===== config.mk =====
export PLATFORM = sky130hd
export DESIGN_NAME = ddr_port_arbiter
export DESIGN_NICKNAME = d
export VERILOG_FILES = /design/src/rtl/ddr_arb_pkg.sv /design/src/rtl/rr_pick.sv /design/src/rtl/ddr_port_arbiter.sv
export SDC_FILE = /design/constraint.sdc
export NUM_CORES = 1
export LEC_CHECK = 0
export CAP_MARGIN = 10
export CORE_AREA = 5 5 129 131
export DETAILED_ROUTE_END_ITERATION = 8
export DIE_AREA = 0 0 134 136
export PLACE_DENSITY = 0.57
export RECOVER_POWER = 50
export SYNTH_ARGS = -nofsm -noshare
export SYNTH_HDL_FRONTEND = slang
export SYNTH_SLANG_ARGS = --single-unit

===== constraint.sdc =====
create_clock -name pcie_clk -period 3.7 [get_ports pcie_clk]
set_input_delay 0.74 -clock pcie_clk [delete_from_list [all_inputs] [get_ports pcie_clk]]
set_output_delay 0.74 -clock pcie_clk [all_outputs]
set_load 0.005 [all_outputs]

===== src/rtl/ddr_arb_pkg.sv =====
// ddr_arb_pkg: shared types for the DDR4 command port arbiter.
// State encoding, requester indices and the read-return tag.
package ddr_arb_pkg;

    typedef enum logic {
        ARB   = 1'b0,
        BURST = 1'b1
    } arb_state_e;

    localparam int PORT_PCIE = 0;
    localparam int PORT_CORE = 1;
    localparam int PORT_ML   = 2;

    localparam int TAG_ID_W = 2;

    typedef struct packed {
        logic                valid;
        logic [TAG_ID_W-1:0] id;
    } rd_tag_t;

endpackage


===== src/rtl/rr_pick.sv =====
// rr_pick: rotate-priority encoder; first requester at or after the pointer.
// Pointer must be below N.
module rr_pick #(
    parameter int N = 3,
    parameter int W = (N > 1) ? $clog2(N) : 1
) (
    input  logic [N-1:0] i_req,
    input  logic [W-1:0] i_ptr,
    output logic [W-1:0] o_idx,
    output logic         o_any
);

    int w_c;

    // Walk from the far end so the nearest requester overwrites the rest.
    always_comb begin
        o_idx = '0;
        o_any = |i_req;
        w_c   = 0;
        for (int k = N - 1; k >= 0; k--) begin
            w_c = (int'(i_ptr) + k) % N;
            if (i_req[w_c]) o_idx = W'(w_c);
        end
    end

endmodule


===== src/rtl/ddr_port_arbiter.sv =====
// ddr_port_arbiter: round-robin burst arbiter for the shared DDR4 command port.
// Define DDR_ARB_PCIE_PRIO_EN to give port 0 (PCIe) precedence at every decision.
module ddr_port_arbiter
    import ddr_arb_pkg::*;
#(
    parameter int N_PORTS   = 3,
    parameter int DATA_W    = 32,
    parameter int MAX_BURST = 16,
    parameter int RD_LAT    = 1,
    localparam int OW       = $clog2(N_PORTS)
) (
    input  logic                        pcie_clk,
    input  logic                        pcie_rst,
    input  logic [N_PORTS-1:0]          m_req,
    input  logic [N_PORTS-1:0]          m_we,
    input  logic [N_PORTS-1:0]          m_last,
    input  logic [N_PORTS*DATA_W-1:0]   m_addr,
    input  logic [N_PORTS*DATA_W-1:0]   m_wdata,
    output logic [N_PORTS-1:0]          m_gnt,
    output logic [N_PORTS-1:0]          m_rvalid,
    output logic [DATA_W-1:0]           m_rdata,
    output logic [DATA_W-1:0]           ddr_addr,
    output logic [DATA_W-1:0]           ddr_data_in,
    output logic                        ddr_we,
    output logic                        ddr_re,
    input  logic [DATA_W-1:0]           ddr_data_out,
    input  logic                        ddr_ready,
    output logic [OW-1:0]               arb_owner,
    output logic                        arb_busy
);

    localparam int CW = (MAX_BURST > 1) ? $clog2(MAX_BURST) : 1;
    localparam logic [CW-1:0] CNT_MAX = CW'(MAX_BURST - 1);

    arb_state_e    r_state;
    logic [OW-1:0] r_owner;
    logic [OW-1:0] r_rr_ptr;
    logic [CW-1:0] r_beat_cnt;
    rd_tag_t       r_tag [RD_LAT];

    logic [OW-1:0] w_winner;
    logic          w_any;
    logic          w_issue;
    logic          w_accept;
    logic          w_end;
    logic [OW-1:0] w_next_ptr;

`ifdef DDR_ARB_PCIE_PRIO_EN
    localparam int SW = (N_PORTS > 2) ? $clog2(N_PORTS - 1) : 1;

    logic [SW-1:0] w_sub_ptr;
    logic [SW-1:0] w_sub_idx;
    logic          w_sub_any;

    // Ports 1..N-1 rotate among themselves; the sub-picker sees them shifted down by one.
    assign w_sub_ptr = (r_rr_ptr == '0) ? '0 : SW'(r_rr_ptr - OW'(1));

    rr_pick #(.N(N_PORTS - 1), .W(SW)) u_pick (
        .i_req (m_req[N_PORTS-1:1]),
        .i_ptr (w_sub_ptr),
        .o_idx (w_sub_idx),
        .o_any (w_sub_any)
    );

    assign w_any    = m_req[PORT_PCIE] | w_sub_any;
    assign w_winner = m_req[PORT_PCIE] ? OW'(PORT_PCIE)
                                       : OW'(w_sub_idx) + OW'(1);
`else
    rr_pick #(.N(N_PORTS), .W(OW)) u_pick (
        .i_req (m_req),
        .i_ptr (r_rr_ptr),
        .o_idx (w_winner),
        .o_any (w_any)
    );
`endif

    assign w_issue    = (r_state == BURST) && m_req[r_owner];
    assign w_accept   = w_issue && ddr_ready;
    assign w_end      = (r_state == BURST) &&
                        (!m_req[r_owner] ||
                         (w_accept && (m_last[r_owner] || r_beat_cnt == CNT_MAX)));
    assign w_next_ptr = (r_owner == OW'(N_PORTS - 1)) ? '0 : r_owner + OW'(1);

    assign arb_owner = r_owner;
    assign arb_busy  = (r_state == BURST);

    // Command path stays combinational; muxes are zeroed when nothing issues.
    always_comb begin
        m_gnt       = '0;
        ddr_addr    = '0;
        ddr_data_in = '0;
        ddr_we      = 1'b0;
        ddr_re      = 1'b0;
        if (w_issue) begin
            ddr_addr       = m_addr[int'(r_owner)*DATA_W +: DATA_W];
            ddr_data_in    = m_wdata[int'(r_owner)*DATA_W +: DATA_W];
            ddr_we         = m_we[r_owner];
            ddr_re         = !m_we[r_owner];
            m_gnt[r_owner] = ddr_ready;
        end
    end

    always_comb begin
        m_rvalid = '0;
        m_rdata  = '0;
        if (r_tag[RD_LAT-1].valid) begin
            m_rvalid[r_tag[RD_LAT-1].id] = 1'b1;
            m_rdata                      = ddr_data_out;
        end
    end

    always_ff @(posedge pcie_clk or posedge pcie_rst) begin
        if (pcie_rst) begin
            r_state    <= ARB;
            r_owner    <= '0;
            r_rr_ptr   <= '0;
            r_beat_cnt <= '0;
        end else begin
            unique case (r_state)
                ARB: begin
                    if (w_any) begin
                        r_owner    <= w_winner;
                        r_beat_cnt <= '0;
                        r_state    <= BURST;
                    end
                end
                BURST: begin
                    if (w_accept) r_beat_cnt <= r_beat_cnt + CW'(1);
                    if (w_end) begin
                        r_rr_ptr <= w_next_ptr;
                        r_state  <= ARB;
                    end
                end
                default: r_state <= ARB;
            endcase
        end
    end

    // Tag pipeline free-runs so reads survive ownership changes.
    always_ff @(posedge pcie_clk or posedge pcie_rst) begin
        if (pcie_rst) begin
            for (int i = 0; i < RD_LAT; i++) r_tag[i] <= '0;
        end else begin
            r_tag[0] <= '{valid: w_accept && !m_we[r_owner],
                          id:    TAG_ID_W'(r_owner)};
            for (int i = 1; i < RD_LAT; i++) r_tag[i] <= r_tag[i-1];
        end
    end

endmodule


# Word-level counts from Yosys, hierarchy flattened
# Cells that the tools add are included.
# word_totals
reg_bits	12
inputBits	236
out_inout_bits	107
# op_classes
add_sub_neg	4
div_mod_pow	3
magnitude_cmp	7
n_eq_ne	4
shift	2
muxes	36
bitwise_logic	2
n_reduce_logical	15
# ops
op	n
variable part select 96 x 8 -> 32 bit	2
less-than comparator 32 x 4 -> 1 bit (second input constant)	3
two-way mux 32 bit	3
modulo 32 x 3 -> 32 bit (second input constant)	2
modulo 3 x 3 -> 32 bit (second input constant)	1
two-way mux 1 bit	15
binary-select mux 1 bit (select 2 bit)	6
two-way mux 2 bit	4
two-way mux 4 bit	2
one-hot mux 4 bit (2 select lines)	1
logical AND 1 bit	7
less-than comparator 2 x 3 -> 1 bit (second input constant)	2
two-way mux 3 bit	2
AND reduction 2 bit	3
adder 4 x 1 -> 4 bit (second input constant)	1
demux 1 bit (select 2 bit)	2
equality test 4 bit (second input constant)	1
>= comparator 2 x 1 -> 1 bit (second input constant)	2
inequality test 2 x 1 -> 1 bit (second input constant)	2
adder 2 x 1 -> 3 bit (second input constant)	1
adder 2 x 2 -> 3 bit (second input constant)	1
bitwise AND 3 bit	1
OR reduction 3 bit	1
adder 2 x 1 -> 2 bit (second input constant)	1
other kinds (5)	7

# Depth between registers and ports, before layout
# logic_depth
ltp_word	9
depth_mapped	7
depth_no_buf	6

# Modules after synthesis
# A second synthesis with hierarchy kept.
# unflattened
cells_unflattened	406
hier_area_um2	2573.7
# modules_own_cells
mod	instances	cells_per_inst	area_per_inst_um2	seq_area_each_um2
ddr_port_arbiter	1	386	2423.6	300.3
rr_pick	1	20	150.1	0.0

# Least setup slack after synthesis
# Ideal clock, no wire load.
# synth_timing
path_type	input to output
startpoint	input m_req[1]
endpoint	output ddr_data_in[10]
arrival_ns	1.597
t_required_ns	2.960
slack_ns	1.363
stages	6
cell_sequence	mux2i_1 -> o21ai_1 -> nand2_1 -> buf_4 -> buf_4 -> nor2_1
# synth_via
elab_chain_cells	4
# synth_rtl
element	line_no	text
start, declared	ddr_port_arbiter.sv:14	input logic [N_PORTS-1:0] m_req,
binary-select mux 1 bit (select 2 bit)	ddr_port_arbiter.sv:77	assign w_issue = (r_state == BURST) && m_req[r_owner];
two-way mux 1 bit (implied by the code)	ddr_port_arbiter.sv:77	
logical AND 1 bit	ddr_port_arbiter.sv:77	
two-way mux 32 bit	ddr_port_arbiter.sv:94	if (w_issue) begin
end, declared	ddr_port_arbiter.sv:23	output logic [DATA_W-1:0] ddr_data_in,
# No other way between the ends. The select of a mux whose other input is x is not followed.

# Worst setup path in the final report
# layout_timing
startpoint	input m_req[1]
endpoint	output ddr_data_in[6]
# Same word-level chain as after synthesis.

==> summary.md <==
The first global-routing pass estimated 22400 µm of wire. Final routed wirelength across all metal layers: 15110 µm. The run gives 0.1522 as the global-route usage over all layers. For the initial core utilization, the log shows 0.1682. The clock edge transition at the registers on the reported setup and hold paths works out to 0.04 ns. The busiest layer in global routing is met2. Top-area cell type share of the netlist area: 0.2653. The path class of the tightest hold or removal check is reg2reg.

In the routed design, unresolved DRC markers number 0. The clock arrives with 0.001104 ns of skew. Dividing the synthesized area by the synthesized cell count gives 6.413 µm². The logs give 0 for the yosys synthesis warning count and 0.1153 for the share of synthesized area occupied by flip-flops and latches. The average via count per standard cell was 4.368; the power consumption was 2.699 mW. The number of max-slew violations in the final report was 0.

The leading register cell type out of synthesis was sky130_fd_sc_hd__dfrtp_1. Max-cap violations in this run came to 0. Data arrives at the worst endpoint at 2.77 ns.

Setup repair after global routing left no endpoint under its margin. Among the stages of the critical path, the cell type that occurs most often is sky130_fd_sc_hd__clkdlybuf4s50_1. STA puts the critical path data required time at 2.96 ns.

After the last flow step, the layout net total stands at 968. The first routing iteration left 171 violations. The ratio of final minimum period to clock period works out to 0.9497.

The layout cell share with drive strength beyond 1 came out at 0.03026. The region available for standard cell placement spans 0.01548 mm². For this run, the top clock speed supported by timing is 0.2846 GHz. For the leakage power summed over all cells, the log shows 2.511 nW. The slowest stage cell on the critical path is sky130_fd_sc_hd__clkdlybuf4s50_1.

In this run, distinct cell masters in the synthesized netlist total 34. In the final timing run, aggregate negative setup slack is 0 ns. The slew at the pin closest to its max-slew limit was 0.7845 ns. In this run the remaining antenna-violating nets after routing total 0. The run finished with clean final reports. TritonCTS built the clock tree. After synthesis the netlist holds a flip-flop and latch count of 12. The maximum net fanout on the critical path was 33. Stage delay of the slowest cell on the critical path: 0.59 ns. The critical path goes through clkdlybuf4s50_1 -> mux2i_1 -> o21ai_2 -> nand2_2 -> buf_4 -> nor2_1 -> clkdlybuf4s50_1. The headroom to the max-slew limit came out at 0.4770.

Layout overhead on the synthesized area: 141.1%. The tools report the placer's final routability congestion estimate as 0.8822. The count of buffers from port buffering was 342.

The endpoint identified for the worst register-to-register timing path is r_rr_ptr[0]. In the final routed layout, each cell accounts on average for 16.44 µm. The run gives 1 as the H-tree depth reported by CTS. The final route contains 4014 vias.

Cell taking the most area after synthesis: sky130_fd_sc_hd__mux2i_1. The sequential cell area was 305.3 µm². The total congestion overflow is 0, and the fraction of met3 tracks used by global routing is 0.03442.

The net count after synthesis is 646, and the met2 track demand over resource is 0.2917. For this run, the detailed router's first-pass iteration total came to 5. The flop-to-flop setup slack came out at 1.62 ns. Buffers inserted during clock tree synthesis total 3. The launch instance of the worst register-to-register path is arb_owner[0]. In this run the core area contains 46 standard-cell rows. For the worst-skew pair, the clock arrives at the later sink with an insertion delay of 0.24 ns. The critical path ends at ddr_data_in[6]. The worst-case IR drop observed on VDD is 273.2 µV.

Setup violations remaining at the end of the flow were counted as 0. Counting I/O delays and the setup requirement, the final critical path takes 3.514 ns. The fraction of registers with async set or reset after synthesis came out at 1.000.

The filler cells instantiated in the layout total 1554. The tools report the launch point of the worst path as m_req[1]. Via count of the first global-routing pass: 4226. Critical path class: in2out. From bottom edge to top edge, the die measures 136 µm. Synthesis handed over a netlist of 406 instances. The total count of hold-check failures in the final report is 0.

The clock sink count came out at 12. The number of antenna violations at the first check in global routing was 0; the met1 global-route usage was 0.1730. The die is 134 µm wide.

Ranked by total cell area, the synthesized netlist is headed by sky130_fd_sc_hd__mux2i_1 27%, sky130_fd_sc_hd__nor2_1 19%, sky130_fd_sc_hd__a21oi_1 13%, sky130_fd_sc_hd__dfrtp_1 12%, sky130_fd_sc_hd__and2_1 7.7%. The maximum clock path buffer count was 2. For the worst flop-to-flop path, the logic depth is 5. The worst setup path is launched from an input port. The post-synthesis instance area was 0.002604 mm²; the post-CTS setup repair buffer count was 0. The area of the die was 0.01822 mm².

The run gives 0.4964 ns as the worst hold margin. The areal power density over the cells is 429.9 mW/mm². Counting flops with a built-in enable in the synthesized netlist gives 0. The logs give 12470 µm for the half-perimeter wire length of the detailed placement result and 343 for the boundary pin count. The cell sitting at the root of the clock tree is a sky130_fd_sc_hd__clkbuf_16. The number of antenna diodes in the final layout is 0.

Entering global routing, the biggest net connects 40 pins. The multi-input combinational cells in the finished layout cover a total of 0.002105 mm². STA classifies the critical path endpoint as an output pin.
-- sequential cells by signal, summed over array words and instances, names as in the netlist --
signal / cells
r_rr_ptr: 2
arb_owner: 2
r_tag: 3
arb_busy: 1
r_beat_cnt: 4
-- worst max-delay path, delay by kind of cell --
family / cells / cell delay, ns
AOI/OAI and AO/OA: 1 / 0.20
buffers and inverters: 3 / 1.37
muxes: 1 / 0.17
and+or+nand+nor: 2 / 0.28
-- synth_stat cells, types with 2 or more instances --
master	n
sky130_fd_sc_hd__inv_1	7
sky130_fd_sc_hd__o22ai_2	2
sky130_fd_sc_hd__mux2i_1	69
sky130_fd_sc_hd__dfrtp_1	12
sky130_fd_sc_hd__nand2b_1	2
sky130_fd_sc_hd__a21oi_1	67
sky130_fd_sc_hd__ha_1	4
sky130_fd_sc_hd__nand2_1	13
sky130_fd_sc_hd__nor3_1	2
sky130_fd_sc_hd__nor2_1	134
sky130_fd_sc_hd__buf_2	16
sky130_fd_sc_hd__nor2b_1	3
sky130_fd_sc_hd__and3_1	2
sky130_fd_sc_hd__o21ai_1	2
sky130_fd_sc_hd__buf_4	5
sky130_fd_sc_hd__nand3b_1	2
sky130_fd_sc_hd__mux2_4	2
sky130_fd_sc_hd__clkbuf_1	12
sky130_fd_sc_hd__o21ai_0	4
sky130_fd_sc_hd__and2_1	32
-- power by group --
part	total, mW	switching, mW	internal (mW)	leakage, nW
Clock	0.224	0.0600	0.163	0.0442
Sequential	0.293	0.116	0.177	0.154
Combinational	2.18	0.978	1.20	2.31
Total	2.70	1.15	1.55	2.51
-- cell type report --
cell class,instances,area share
Timing Repair Buffer,351,0.5595
Multi-Input combinational cell,353,0.3353
Sequential cell,12,0.04863
Tap cell,192,0.03827
Clock buffer,4,0.01415
Inverter,7,0.004186
-- how the worst min path moves through the flow --
stage             startpoint            end  slack (ns)  cells past startpoint
2_1_floorplan   arb_owner[1]       r_tag[1]        0.39                      0
3_3_place_gp   r_beat_cnt[3]  r_beat_cnt[3]        0.45                      1
3_5_place_dp   r_beat_cnt[3]  r_beat_cnt[3]        0.50                      1
4_1_cts        r_beat_cnt[3]  r_beat_cnt[3]        0.51                      1
5_1_grt        r_beat_cnt[3]  r_beat_cnt[3]        0.54                      1
6_report       r_beat_cnt[3]  r_beat_cnt[3]        0.50                      1
-- cell families after synthesis --
logic type | after synthesis | share of synthesized area
AO/OA/AOI/OAI | 81 | 0.1764
XOR/XNOR | 1 | 0.003364
adder cells (fa/ha/maj) | 4 | 0.01922
buffers and inverters | 41 | 0.07689
flip-flops | 12 | 0.1153
multiplexers | 71 | 0.2768
AND/OR/NAND/NOR | 196 | 0.3321
-- per-stage QoR --
step                      instance area (µm²)  cells    util  setup slack [ns]
after floorplan                          2604    406       -             1.363
after global placement                   6201    915  0.4005            0.2564
after detailed placement                 6201    915  0.4005            0.2017
after CTS                                6290    919  0.4063            0.1757
after global routing                     6277    919  0.4054           0.02980
final                                    6277    919  0.4054            0.1862
-- metal layers --
layer / vias up / wire length, µm
li1: 2005 / -
met1: 1804 / 5812
met2: 188 / 7999
met3: 17 / 1072
met4: 0 / 227
met5: - / 0
-- timing repair --
| item | 4_1_cts | 5_1_grt |
|---|---|---|
| hold buffers | 0 | 0 |
| endpoints found under the setup margin | 0 | 1 |
| gates resized for setup | 0 | 1 |
-- cells in the final DEF (no fill, tap or decap), drive strengths merged, types with 2 or more instances in the layout --
cell type | synthesis | routed
clkdlybuf4s50 | 0 | 319
nor2 | 134 | 134
mux2i | 69 | 69
a21oi | 67 | 67
and2 | 32 | 32
dlygate4sd3 | 0 | 23
nand2 | 13 | 13
dfrtp | 12 | 12
buf | 22 | 8
inv | 7 | 7
o21ai | 6 | 6
clkbuf | 12 | 5
ha | 4 | 4
nor2b | 3 | 3
nor3 | 2 | 2
nand2b | 2 | 2
and3 | 2 | 2
nand3b | 2 | 2
o22ai | 2 | 2
mux2 | 2 | 2
(Power assumes the default switching activity.)
==> edit: new RTL, config.mk and constraints unchanged <==
Make the reset (`pcie_rst`) synchronous in 2 clocked blocks.
--- a/src/rtl/ddr_port_arbiter.sv
+++ b/src/rtl/ddr_port_arbiter.sv
@@ -111,3 +111,3 @@
 
-    always_ff @(posedge pcie_clk or posedge pcie_rst) begin
+    always_ff @(posedge pcie_clk) begin
         if (pcie_rst) begin
@@ -139,3 +139,3 @@
     // Tag pipeline free-runs so reads survive ownership changes.
-    always_ff @(posedge pcie_clk or posedge pcie_rst) begin
+    always_ff @(posedge pcie_clk) begin
         if (pcie_rst) begin
Behaviour: differs if pcie_rst is asserted again (counterexample within 4 cycles, from zero or initial values and one cycle with pcie_rst high); with pcie_rst held inactive, the same outputs for 4 cycles.
==> edit against the original RTL <==
- routed wire length down 4.3%
- worst setup slack improved by 0.029 ns
- area after synthesis decreased by 2.7%
- maximum frequency grew 0.84%
- design area shrank 1.3%
- sequential cell count stayed put
- die area stayed put
- register-to-register slack better by 0.02 ns
- hold slack got worse by 0.012 ns
- global-route usage shrank 0.85 points
Power is not compared: it rests on default switching activity, and its combinational part moved more than twofold at a synthesized area within 25%.
==> edit: results (changes against the original RTL) <==
outcome: finished clean
dominant cells by area after synthesis: sky130_fd_sc_hd__mux2i_1, sky130_fd_sc_hd__nor2_1, sky130_fd_sc_hd__a21oi_1
Synth cell types: 35 (+2.9%)
post-detail-place hpwl: 12.11 mm (-2.8%)
maximum number of pins on one net before global-route repair: 45 (+13%)
Mapped Nets: 649 (+0.46%)
proportion of synthesized chip area in sequential cells: 9.481% (-2.1 points)
Synth async-reset ratio: 0% (-100 points)
fraction of final layout cells sized beyond drive strength 1: 2.606% (-0.42 points)
global routing usage summed across all routing layers: 14.37% (-0.85 points)
Final GP Congestion: 0.8973 (+1.7%)
Pre-antenna DRT Iters: 4 (-1)
worst-case headroom to the max-slew limit: 41.58% (-6.1 points)
maximum vdd drop: 0.1412 mV
number of DRC markers in iteration 0: 136 (-20%)
most frequently used flop master after synthesis: sky130_fd_sc_hd__dfxtp_1
final net count: 970 (+0.21%)
pre-CTS worst setup slack: 0.2245 ns (+0.02287 ns)
skew final: 0.001135 ns (+0.00003148 ns)
cell at the root of the clock tree: sky130_fd_sc_hd__clkbuf_16
Post-Route WL: 14.47 mm (-4.3%)
critical path arrival: 2.74 ns (-0.03 ns)
number of global-route vias before repair: 4129 (-2.3%)
largest registers in the final layout: r_beat_cnt (4), r_tag (3)
class of the tightest hold or removal check: reg2reg
first-pass GRT wire length: 21.45 mm (-4.2%)
number of filler cells placed in the layout: 1570 (+1.0%)
routed vias/inst: 4.359 (-0.19%)
Critical Path Fanout Max: 39 (+18%)
Commonest cells post-synth: sky130_fd_sc_hd__nor2_1, sky130_fd_sc_hd__a21oi_1, sky130_fd_sc_hd__mux2i_1
Port-buffer cells: 342 (unchanged)
## edit: cell count changes after synthesis, moves of 3 or more
cell and delta:
sky130_fd_sc_hd__dfxtp_1 +12, sky130_fd_sc_hd__nand3_1 +3, sky130_fd_sc_hd__clkbuf_1 +5, sky130_fd_sc_hd__nand2_1 -8
sky130_fd_sc_hd__buf_4 -3, sky130_fd_sc_hd__a21oi_1 +6, sky130_fd_sc_hd__o21ai_0 -3, sky130_fd_sc_hd__dfrtp_1 -12
sky130_fd_sc_hd__nor2b_1 +3, sky130_fd_sc_hd__nor2_1 +4
## edit: layer usage
layer | wire length, µm | share of wire [%] | vias up | track usage, %
met5 | 0 | 0 | - | 0
met4 | 249 | 1.7 | 0 | 3.086
met3 | 1289 | 8.9 | 16 | 3.664
met2 | 7476 | 52 | 200 | 27.01
met1 | 5453 | 38 | 1783 | 16.34
li1 | - | - | 2016 | -
## edit: kinds of logic after synthesis
logic type / count (synthesis) / share of synthesized area, %
flops: 12 / 9.481
simple gates: 198 / 35.16
mux: 68 / 26.91
compound gates: 85 / 19.06
buf+inv: 41 / 7.062
fa+ha+maj: 4 / 1.975
xor+xnor: 1 / 0.3457
## edit: worst paths after layout
kind	start	endpoint	slack, ns	cells after the start
worst max-delay path	m_req[2]	ddr_addr[30]	0.22	7
worst min-delay path	r_beat_cnt[3]	r_beat_cnt[3]	0.48	2
worst max register to register	arb_owner[1]	r_rr_ptr[0]	1.64	5
worst min register to register	r_beat_cnt[3]	r_beat_cnt[3]	0.48	2
## edit: final cells by class
type                       instances  share of cell area (%)
clock buffer                       4                   1.434
inverter                           7                  0.4242
multi-input combinational        356                   34.06
sequential                        12                   3.960
tap                              192                   3.879
timing repair buffer             350                   56.24
## edit: through the flow
step,power (mW),cell area (µm²),util (%),hold WS [ns],cells
2_1_floorplan,0.3970,2534,-,0.4564,409
4_1_cts,1.036,6201,40.05,0.4877,921
3_3_place_gp,0.8034,6112,39.48,0.4688,917
6_report,1.018,6193,40.00,0.4847,921
3_5_place_dp,0.8078,6112,39.48,0.4817,917
5_1_grt,1.091,6193,40.00,0.5293,921
## edit: where the power goes
group	total (mW)	internal [mW]	switching, mW
clock	0.223	0.163	0.0594
sequential	0.149	0.136	0.0129
combinational	0.647	0.407	0.240
## edit: worst max-delay path, cell delays in order
cell	delay, ns
sky130_fd_sc_hd__clkdlybuf4s50_1	0.53
sky130_fd_sc_hd__mux2i_1	0.14
sky130_fd_sc_hd__o2bb2ai_4	0.21
sky130_fd_sc_hd__nand2_1	0.12
sky130_fd_sc_hd__buf_4	0.27
sky130_fd_sc_hd__nor2_1	0.16
sky130_fd_sc_hd__clkdlybuf4s50_1	0.53
